## config.mk

```make
export PLATFORM = sky130hd
export DESIGN_NAME = multicycle_controller_flat
export DESIGN_NICKNAME = d
export VERILOG_FILES = /design/src/rtl/multicycle_controller_if.sv /design/src/rtl/multicycle_controller.sv /design/src/flat_wrapper.sv
export SDC_FILE = /design/constraint.sdc
export NUM_CORES = 1
export LEC_CHECK = 0
export CAP_MARGIN = 5
export CORE_MARGIN = 2
export CORE_UTILIZATION = 38
export DETAILED_ROUTE_END_ITERATION = 6
export HOLD_SLACK_MARGIN = 0.15
export PLACE_DENSITY = 0.84
export SLEW_MARGIN = 40
export SYNTH_ARGS = -nofsm -noshare
export SYNTH_HDL_FRONTEND = slang
export SYNTH_SLANG_ARGS = --single-unit
```

## constraint.sdc

```tcl
create_clock -name clk -period 3 [get_ports clk]
set_input_delay 0.3 -clock clk [delete_from_list [all_inputs] [get_ports clk]]
set_output_delay 0.3 -clock clk [all_outputs]
set_load 0.03 [all_outputs]
```

## src/rtl/multicycle_controller_if.sv

```systemverilog
// rtl/multicycle_controller_if.sv - shared memory port between controller and memory
interface multicycle_controller_if;
   logic mem_req;
   logic mem_we;
   logic iord;
   logic mem_ready;

   // controller side: issues requests, sees completion
   modport master (
      output mem_req,
      output mem_we,
      output iord,
      input  mem_ready
   );

   // memory side: accepts requests, signals completion
   modport slave (
      input  mem_req,
      input  mem_we,
      input  iord,
      output mem_ready
   );
endinterface

```

## src/rtl/multicycle_controller.sv

```systemverilog
// rtl/multicycle_controller.sv - multicycle control FSM sharing one memory port
module multicycle_controller #(
   parameter int WIDTH = 16
) (
   input  logic                     clk,
   input  logic                     reset,
   input  logic [WIDTH-1:0]         instr,
   input  logic                     zero,
   multicycle_controller_if.master  mem,
   output logic                     irwrite,
   output logic                     pcwrite,
   output logic                     regwrite,
   output logic                     regdst,
   output logic                     memtoreg,
   output logic                     alusrca,
   output logic [1:0]               alusrcb,
   output logic [1:0]               pcsrc,
   output logic [3:0]               alucontrol,
   output logic                     illegal,
   output logic                     halted
);

   localparam logic [3:0] S_IDLE   = 4'd0;
   localparam logic [3:0] S_FETCH  = 4'd1;
   localparam logic [3:0] S_DECODE = 4'd2;
   localparam logic [3:0] S_REXEC  = 4'd3;
   localparam logic [3:0] S_RWB    = 4'd4;
   localparam logic [3:0] S_IEXEC  = 4'd5;
   localparam logic [3:0] S_IWB    = 4'd6;
   localparam logic [3:0] S_MEMADR = 4'd7;
   localparam logic [3:0] S_MEMRD  = 4'd8;
   localparam logic [3:0] S_MEMWB  = 4'd9;
   localparam logic [3:0] S_MEMWR  = 4'd10;
   localparam logic [3:0] S_BRANCH = 4'd11;
   localparam logic [3:0] S_JUMP   = 4'd12;
   localparam logic [3:0] S_HALT   = 4'd13;

   localparam logic [3:0] OP_RTYPE = 4'b0000;
   localparam logic [3:0] OP_J     = 4'b0001;
   localparam logic [3:0] OP_ADDI  = 4'b0010;
   localparam logic [3:0] OP_LW    = 4'b0011;
   localparam logic [3:0] OP_SW    = 4'b0100;
   localparam logic [3:0] OP_BEQ   = 4'b0101;
   localparam logic [3:0] OP_HALT  = 4'b1111;

   localparam logic [3:0] FN_ADD = 4'b0000;
   localparam logic [3:0] FN_SUB = 4'b0001;
   localparam logic [3:0] FN_AND = 4'b0010;
   localparam logic [3:0] FN_OR  = 4'b0011;
   localparam logic [3:0] FN_SLT = 4'b0100;

   localparam logic [3:0] ALU_AND = 4'b0000;
   localparam logic [3:0] ALU_OR  = 4'b0001;
   localparam logic [3:0] ALU_ADD = 4'b0010;
   localparam logic [3:0] ALU_SUB = 4'b0110;
   localparam logic [3:0] ALU_SLT = 4'b0111;

   localparam logic [1:0] SRCB_REG  = 2'b00;
   localparam logic [1:0] SRCB_TWO  = 2'b01;
   localparam logic [1:0] SRCB_IMM  = 2'b10;
   localparam logic [1:0] SRCB_IMM2 = 2'b11;

   localparam logic [1:0] PC_ALU    = 2'b00;
   localparam logic [1:0] PC_ALUOUT = 2'b01;
   localparam logic [1:0] PC_JUMP   = 2'b10;

   logic [3:0] state_q;
   logic [3:0] state_d;

   logic [3:0] opcode;
   logic [3:0] funct;
   logic       opcode_ok;
   logic       funct_ok;
   logic [3:0] funct_alu;
   logic       unused_instr_bits;

   assign opcode = instr[WIDTH-1 -: 4];
   assign funct  = instr[3:0];
   // Middle instruction bits (register fields, immediates) belong to the datapath.
   assign unused_instr_bits = ^instr[WIDTH-5:4];

   // opcode legality check used in DECODE
   always_comb begin
      opcode_ok = 1'b0;
      case (opcode)
         OP_RTYPE, OP_J, OP_ADDI, OP_LW, OP_SW, OP_BEQ, OP_HALT: opcode_ok = 1'b1;
         default: opcode_ok = 1'b0;
      endcase
   end

   // R-type funct to ALU operation, flagging undefined functs
   always_comb begin
      funct_ok  = 1'b1;
      funct_alu = ALU_ADD;
      case (funct)
         FN_ADD:  funct_alu = ALU_ADD;
         FN_SUB:  funct_alu = ALU_SUB;
         FN_AND:  funct_alu = ALU_AND;
         FN_OR:   funct_alu = ALU_OR;
         FN_SLT:  funct_alu = ALU_SLT;
         default: begin
            funct_ok  = 1'b0;
            funct_alu = ALU_AND;
         end
      endcase
   end

   // next-state logic; memory states hold until the transfer completes
   always_comb begin
      state_d = state_q;
      case (state_q)
         S_IDLE:   state_d = S_FETCH;
         S_FETCH:  state_d = mem.mem_ready ? S_DECODE : S_FETCH;
         S_DECODE: begin
            case (opcode)
               OP_RTYPE:      state_d = S_REXEC;
               OP_ADDI:       state_d = S_IEXEC;
               OP_LW, OP_SW:  state_d = S_MEMADR;
               OP_BEQ:        state_d = S_BRANCH;
               OP_J:          state_d = S_JUMP;
               OP_HALT:       state_d = S_HALT;
               default:       state_d = S_FETCH;
            endcase
         end
         S_REXEC:  state_d = funct_ok ? S_RWB : S_FETCH;
         S_RWB:    state_d = S_FETCH;
         S_IEXEC:  state_d = S_IWB;
         S_IWB:    state_d = S_FETCH;
         S_MEMADR: state_d = (opcode == OP_LW) ? S_MEMRD : S_MEMWR;
         S_MEMRD:  state_d = mem.mem_ready ? S_MEMWB : S_MEMRD;
         S_MEMWB:  state_d = S_FETCH;
         S_MEMWR:  state_d = mem.mem_ready ? S_FETCH : S_MEMWR;
         S_BRANCH: state_d = S_FETCH;
         S_JUMP:   state_d = S_FETCH;
         S_HALT:   state_d = S_HALT;
         default:  state_d = S_IDLE;
      endcase
   end

   // state register; reset abandons any pending memory request
   always_ff @(posedge clk) begin
      if (!reset) begin
         state_q <= S_IDLE;
      end else begin
         state_q <= state_d;
      end
   end

   // output decode: Moore per state, except the fetch enables and branch pcwrite
   always_comb begin
      mem.mem_req = 1'b0;
      mem.mem_we  = 1'b0;
      mem.iord    = 1'b0;
      irwrite     = 1'b0;
      pcwrite     = 1'b0;
      regwrite    = 1'b0;
      regdst      = 1'b0;
      memtoreg    = 1'b0;
      alusrca     = 1'b0;
      alusrcb     = SRCB_REG;
      pcsrc       = PC_ALU;
      alucontrol  = ALU_AND;
      illegal     = 1'b0;
      halted      = 1'b0;
      case (state_q)
         S_FETCH: begin
            mem.mem_req = 1'b1;
            alusrcb     = SRCB_TWO;
            alucontrol  = ALU_ADD;
            pcsrc       = PC_ALU;
            irwrite     = mem.mem_ready;
            pcwrite     = mem.mem_ready;
         end
         S_DECODE: begin
            alusrcb    = SRCB_IMM2;
            alucontrol = ALU_ADD;
            illegal    = ~opcode_ok;
         end
         S_REXEC: begin
            alusrca    = 1'b1;
            alusrcb    = SRCB_REG;
            alucontrol = funct_alu;
            illegal    = ~funct_ok;
         end
         S_RWB: begin
            regwrite = 1'b1;
            regdst   = 1'b1;
         end
         S_IEXEC, S_MEMADR: begin
            alusrca    = 1'b1;
            alusrcb    = SRCB_IMM;
            alucontrol = ALU_ADD;
         end
         S_IWB: begin
            regwrite = 1'b1;
         end
         S_MEMRD: begin
            mem.mem_req = 1'b1;
            mem.iord    = 1'b1;
         end
         S_MEMWB: begin
            regwrite = 1'b1;
            memtoreg = 1'b1;
         end
         S_MEMWR: begin
            mem.mem_req = 1'b1;
            mem.mem_we  = 1'b1;
            mem.iord    = 1'b1;
         end
         S_BRANCH: begin
            alusrca    = 1'b1;
            alusrcb    = SRCB_REG;
            alucontrol = ALU_SUB;
            pcsrc      = PC_ALUOUT;
            pcwrite    = zero;
         end
         S_JUMP: begin
            pcsrc   = PC_JUMP;
            pcwrite = 1'b1;
         end
         S_HALT: begin
            halted = 1'b1;
         end
         default: begin
            halted = 1'b0;
         end
      endcase
   end

endmodule

```

## src/flat_wrapper.sv

```systemverilog
// flat-port wrapper written by rule: the top's interface ports become plain ports
module multicycle_controller_flat 
#(
   parameter int WIDTH = 16
)
  (clk, reset, instr, zero, irwrite, pcwrite, regwrite, regdst, memtoreg, alusrca, alusrcb, pcsrc, alucontrol, illegal, halted, mem_mem_req, mem_mem_we, mem_iord, mem_mem_ready);
  multicycle_controller_if mem_i ();
  input  logic clk;
  input  logic reset;
  input  logic [WIDTH-1:0] instr;
  input  logic zero;
  output logic irwrite;
  output logic pcwrite;
  output logic regwrite;
  output logic regdst;
  output logic memtoreg;
  output logic alusrca;
  output logic [1:0] alusrcb;
  output logic [1:0] pcsrc;
  output logic [3:0] alucontrol;
  output logic illegal;
  output logic halted;
  output wire logic [$bits(mem_i.mem_req)-1:0] mem_mem_req;
  output wire logic [$bits(mem_i.mem_we)-1:0] mem_mem_we;
  output wire logic [$bits(mem_i.iord)-1:0] mem_iord;
  input wire logic [$bits(mem_i.mem_ready)-1:0] mem_mem_ready;
  assign mem_mem_req = mem_i.mem_req;
  assign mem_mem_we = mem_i.mem_we;
  assign mem_iord = mem_i.iord;
  assign mem_i.mem_ready = mem_mem_ready;
  multicycle_controller #(.WIDTH(WIDTH)) u_core (.clk(clk), .reset(reset), .instr(instr), .zero(zero), .mem(mem_i), .irwrite(irwrite), .pcwrite(pcwrite), .regwrite(regwrite), .regdst(regdst), .memtoreg(memtoreg), .alusrca(alusrca), .alusrcb(alusrcb), .pcsrc(pcsrc), .alucontrol(alucontrol), .illegal(illegal), .halted(halted));
endmodule
```

==> out/results.ini <==
[placed_design]
place_congestion = 0.885
port_buffers = 29
hpwl_reported_at_the_end_of_detailed_placement_um = 1260
number_of_instances_in_the_placed_design = 130

[pwr]
power.switching_fraction_pct = 35.7
switching_power_uw = 83.6
power_frac_clock_pct = 27.9
power.density_nw_per_um2 = 260
pwr-share-comb_pct = 46.2
share_seq_of_total_power_pct = 25.9
report.power.total_uw = 234
power.static_leakage_nw = 0.347
ir_worst_vdd_uv = 146
power.internal_uw = 150

[routing]
detail_route.vias_per_cell = 5.65
routed_wirelength_um = 1600
route.detailed.wl_per_inst_um = 12.0
postRouteAntennaNets = 0
detailroute.via_count = 752
detail_route.iter0.violations = 9
remaining_drc_errors = 0
drt-pass1-iter-count = 4

[clock_tree]
cts_inserted_buffers = 3
clock_path_buffers = 2
clkSinkCount = 4
cts.repair.resized = 0
cts_tree = yes
cts.clk_slew.worst_paths_ns = 0.03
ctsRootBufferMaster = clkbuf_4
htree_levels = 1
cts_hold_buf = 0
postCtsSetupBuffers = 0
insertion_delay_ns = 0.23

[global_route]
grt_max_degree = 21
antenna_found_initial = 0
grt_usage_pct = 17.9
grt_pass1_vias = 652
grt_first_pass_wirelength_um = 2660
grt_remaining_overflow = 0

[floorplanning]
fp-row-count = 14
floorplan.die.height_um = 43.7
die-width_um = 43.7
placeableCoreArea_um2 = 1490
start_util_pct = 40.2
pin_count = 39
floorplan.die_area_um2 = 1910

[setup_path]
critical_path.reg2reg.endpoint = u_core.state_q[2]
setup.worst_path.end_class = output port
critical_path.slowest_cell = clkdlybuf4s50_1
critPathKind = register to output port
cp_data_required_time_ns = 2.70
critPathMaxStageDelay_ns = 0.66
crit_path_max_fo = 12
cp-endpoint = alucontrol[1]
critPathLaunchType = register
critical_path.startpoint = u_core.state_q[1]
reg2reg_depth = 3
worstPathCellList = nand2_1, or4_1, nor2_1, a221o_1, clkdlybuf4s50_1
critical_path_arrival_ns = 2.34
critical_r2r_launch = u_core.state_q[1]
rrSetupSlack_ns = 1.25

[logic_synthesis]
synth-xor-area-share_pct = 4.39
yosysSeqAreaShare_pct = 13.4
yosysTopAreaCellShare_pct = 13.4
synth_commonest_cells = 18 x nor2_1, 9 x a21oi_1, 6 x nand2_1
async_flop_share_pct = 0
syn_nets = 111
post-synth-top-area-cell = dfxtp_1
synth_enable_flop_cells = 0
synth_area_leaders = dfxtp_1 13%, nor2_1 11%, a21oi_1 7.5%
synthesis.area_per_instance_um2 = 6.57
synth.area.mux_share_pct = 5.23
synth_adder_area_share_pct = 0
yosys_register_bits = 4
post_synth_instance_area_um2 = 598
synthCells = 91
synth-warning-count = 0
synthSimpleGateAreaFrac_pct = 40.2
synth_compound_area_share_pct = 28.7
yosys.cell_types.count = 38
ys_dominant_reg_cell = dfxtp_1
yosysMostFrequentCell = nor2_1
synth_top_family_by_area = simple AND/OR/NAND/NOR gates

[sta]
rsz0062_at_grt = false
timing_max_transition_violations_final = 0
fin_crit_ns = 2.64
hold_ws_ns = 0.678
tns_ns = 0
worst-slew-pin-transition_ns = 0.536
timing.slew.headroom_pct = 64.2
setup_violation_total_in_the_final_timing_report = 0
clock.fmax_mhz = 379
final_min_period_over_clock_period_pct = 88.0
timing.final.hold_violations = 0
skew_ns = 0.000405

[layout]
share_of_cells_above_drive_strength_1_pct = 6.84
filler_cell_count = 142
num-nets-final = 139
multi_input_area_um2 = 473
largest_reg_flops = 4
finalNonFillerCells = 133
final_util_pct = 60.5
flow.area_growth_from_synthesis_pct = 50.6
seq_area_um2 = 80.1
insertedDiodeCount = 0
top_register = u_core.state_q
reg_top3 = u_core.state_q: 4 flops

[worst_hold_path]
hold_path.class = register to register
worst_hold_path.num_cells = 3

[outcome]
status = finished clean

[flow_run]
drv_cap = 0

[worst min path at each step]
stage / endpoint / startpoint
4_1_cts: u_core.state_q[2] / u_core.state_q[0]
5_1_grt: u_core.state_q[2] / u_core.state_q[0]
2_1_floorplan: u_core.state_q[1] / instr[15]
6_report: u_core.state_q[2] / u_core.state_q[0]
3_3_place_gp: u_core.state_q[2] / u_core.state_q[0]
3_5_place_dp: u_core.state_q[2] / u_core.state_q[0]
[per-layer routing]
metal  up-vias  track usage (%)  share of wire (%)
li1        384                -                  -
met1       337             24.1                 44
met2        29             28.5                 48
met3         2             3.75                7.1
met4         0             5.45                1.1
met5         -                0                  0
[power groups by stage]
stage | clock, mW | sequential (mW) | combinational [mW]
global placement | 0 | 0.0612 | 0.107
finish | 0.0652 | 0.0606 | 0.108
floorplan | 0 | 0.0579 | 0.0672
global route | 0.0740 | 0.0608 | 0.118
detailed placement | 0 | 0.0612 | 0.108
CTS | 0.0682 | 0.0605 | 0.109
[kinds of logic after synthesis]
family                 after synthesis
AO/OA/AOI/OAI                       26
XOR/XNOR                             3
buffers and inverters                9
flip-flops                           4
multiplexers                         3
other                                1
AND/OR/NAND/NOR                     45
[cell usage in the layout, fill, tap and decap left out, types with 2 or more instances in the layout]
cell / Yosys / routed
clkdlybuf4s50_1: 0 / 29
nor2_1: 18 / 18
a21oi_1: 9 / 9
nand2_1: 6 / 6
o21ai_0: 4 / 4
dfxtp_1: 4 / 4
nand2b_1: 3 / 3
clkbuf_4: 0 / 3
nor2b_1: 2 / 2
mux2i_1: 2 / 2
nor3_1: 2 / 2
inv_1: 2 / 2
nand3b_1: 2 / 2
or4_1: 2 / 2
xor2_1: 2 / 2
a21o_1: 2 / 2
and3_1: 2 / 2
a211oi_1: 2 / 2
a31oi_1: 2 / 2
nand3_1: 2 / 2
[through the flow]
| stage | setup slack (ns) | area (um2) |
|---|---|---|
| 2_1_floorplan | 0.858 | 598 |
| 5_1_grt | 0.231 | 901 |
| 4_1_cts | 0.350 | 901 |
| 3_5_place_dp | 0.508 | 878 |
| 6_report | 0.361 | 901 |
| 3_3_place_gp | 0.524 | 878 |
[cell type report]
cell class	count	area share [%]
clock buffers	3	2.50
inverters	2	0.833
multi-input cells	78	52.5
flip-flops and latches	4	8.89
well taps	16	2.22
repair buffers	30	33.1
[critical path, delay by kind of cell, from the launching register on]
family                 cells  cell delay (ns)
AND/OR/NAND/NOR            3             0.72
buffers and inverters      1             0.66
flip-flops                 1             0.55
AO/OA/AOI/OAI              1             0.16
No activity file was read; power rests on OpenSTA's default activity.
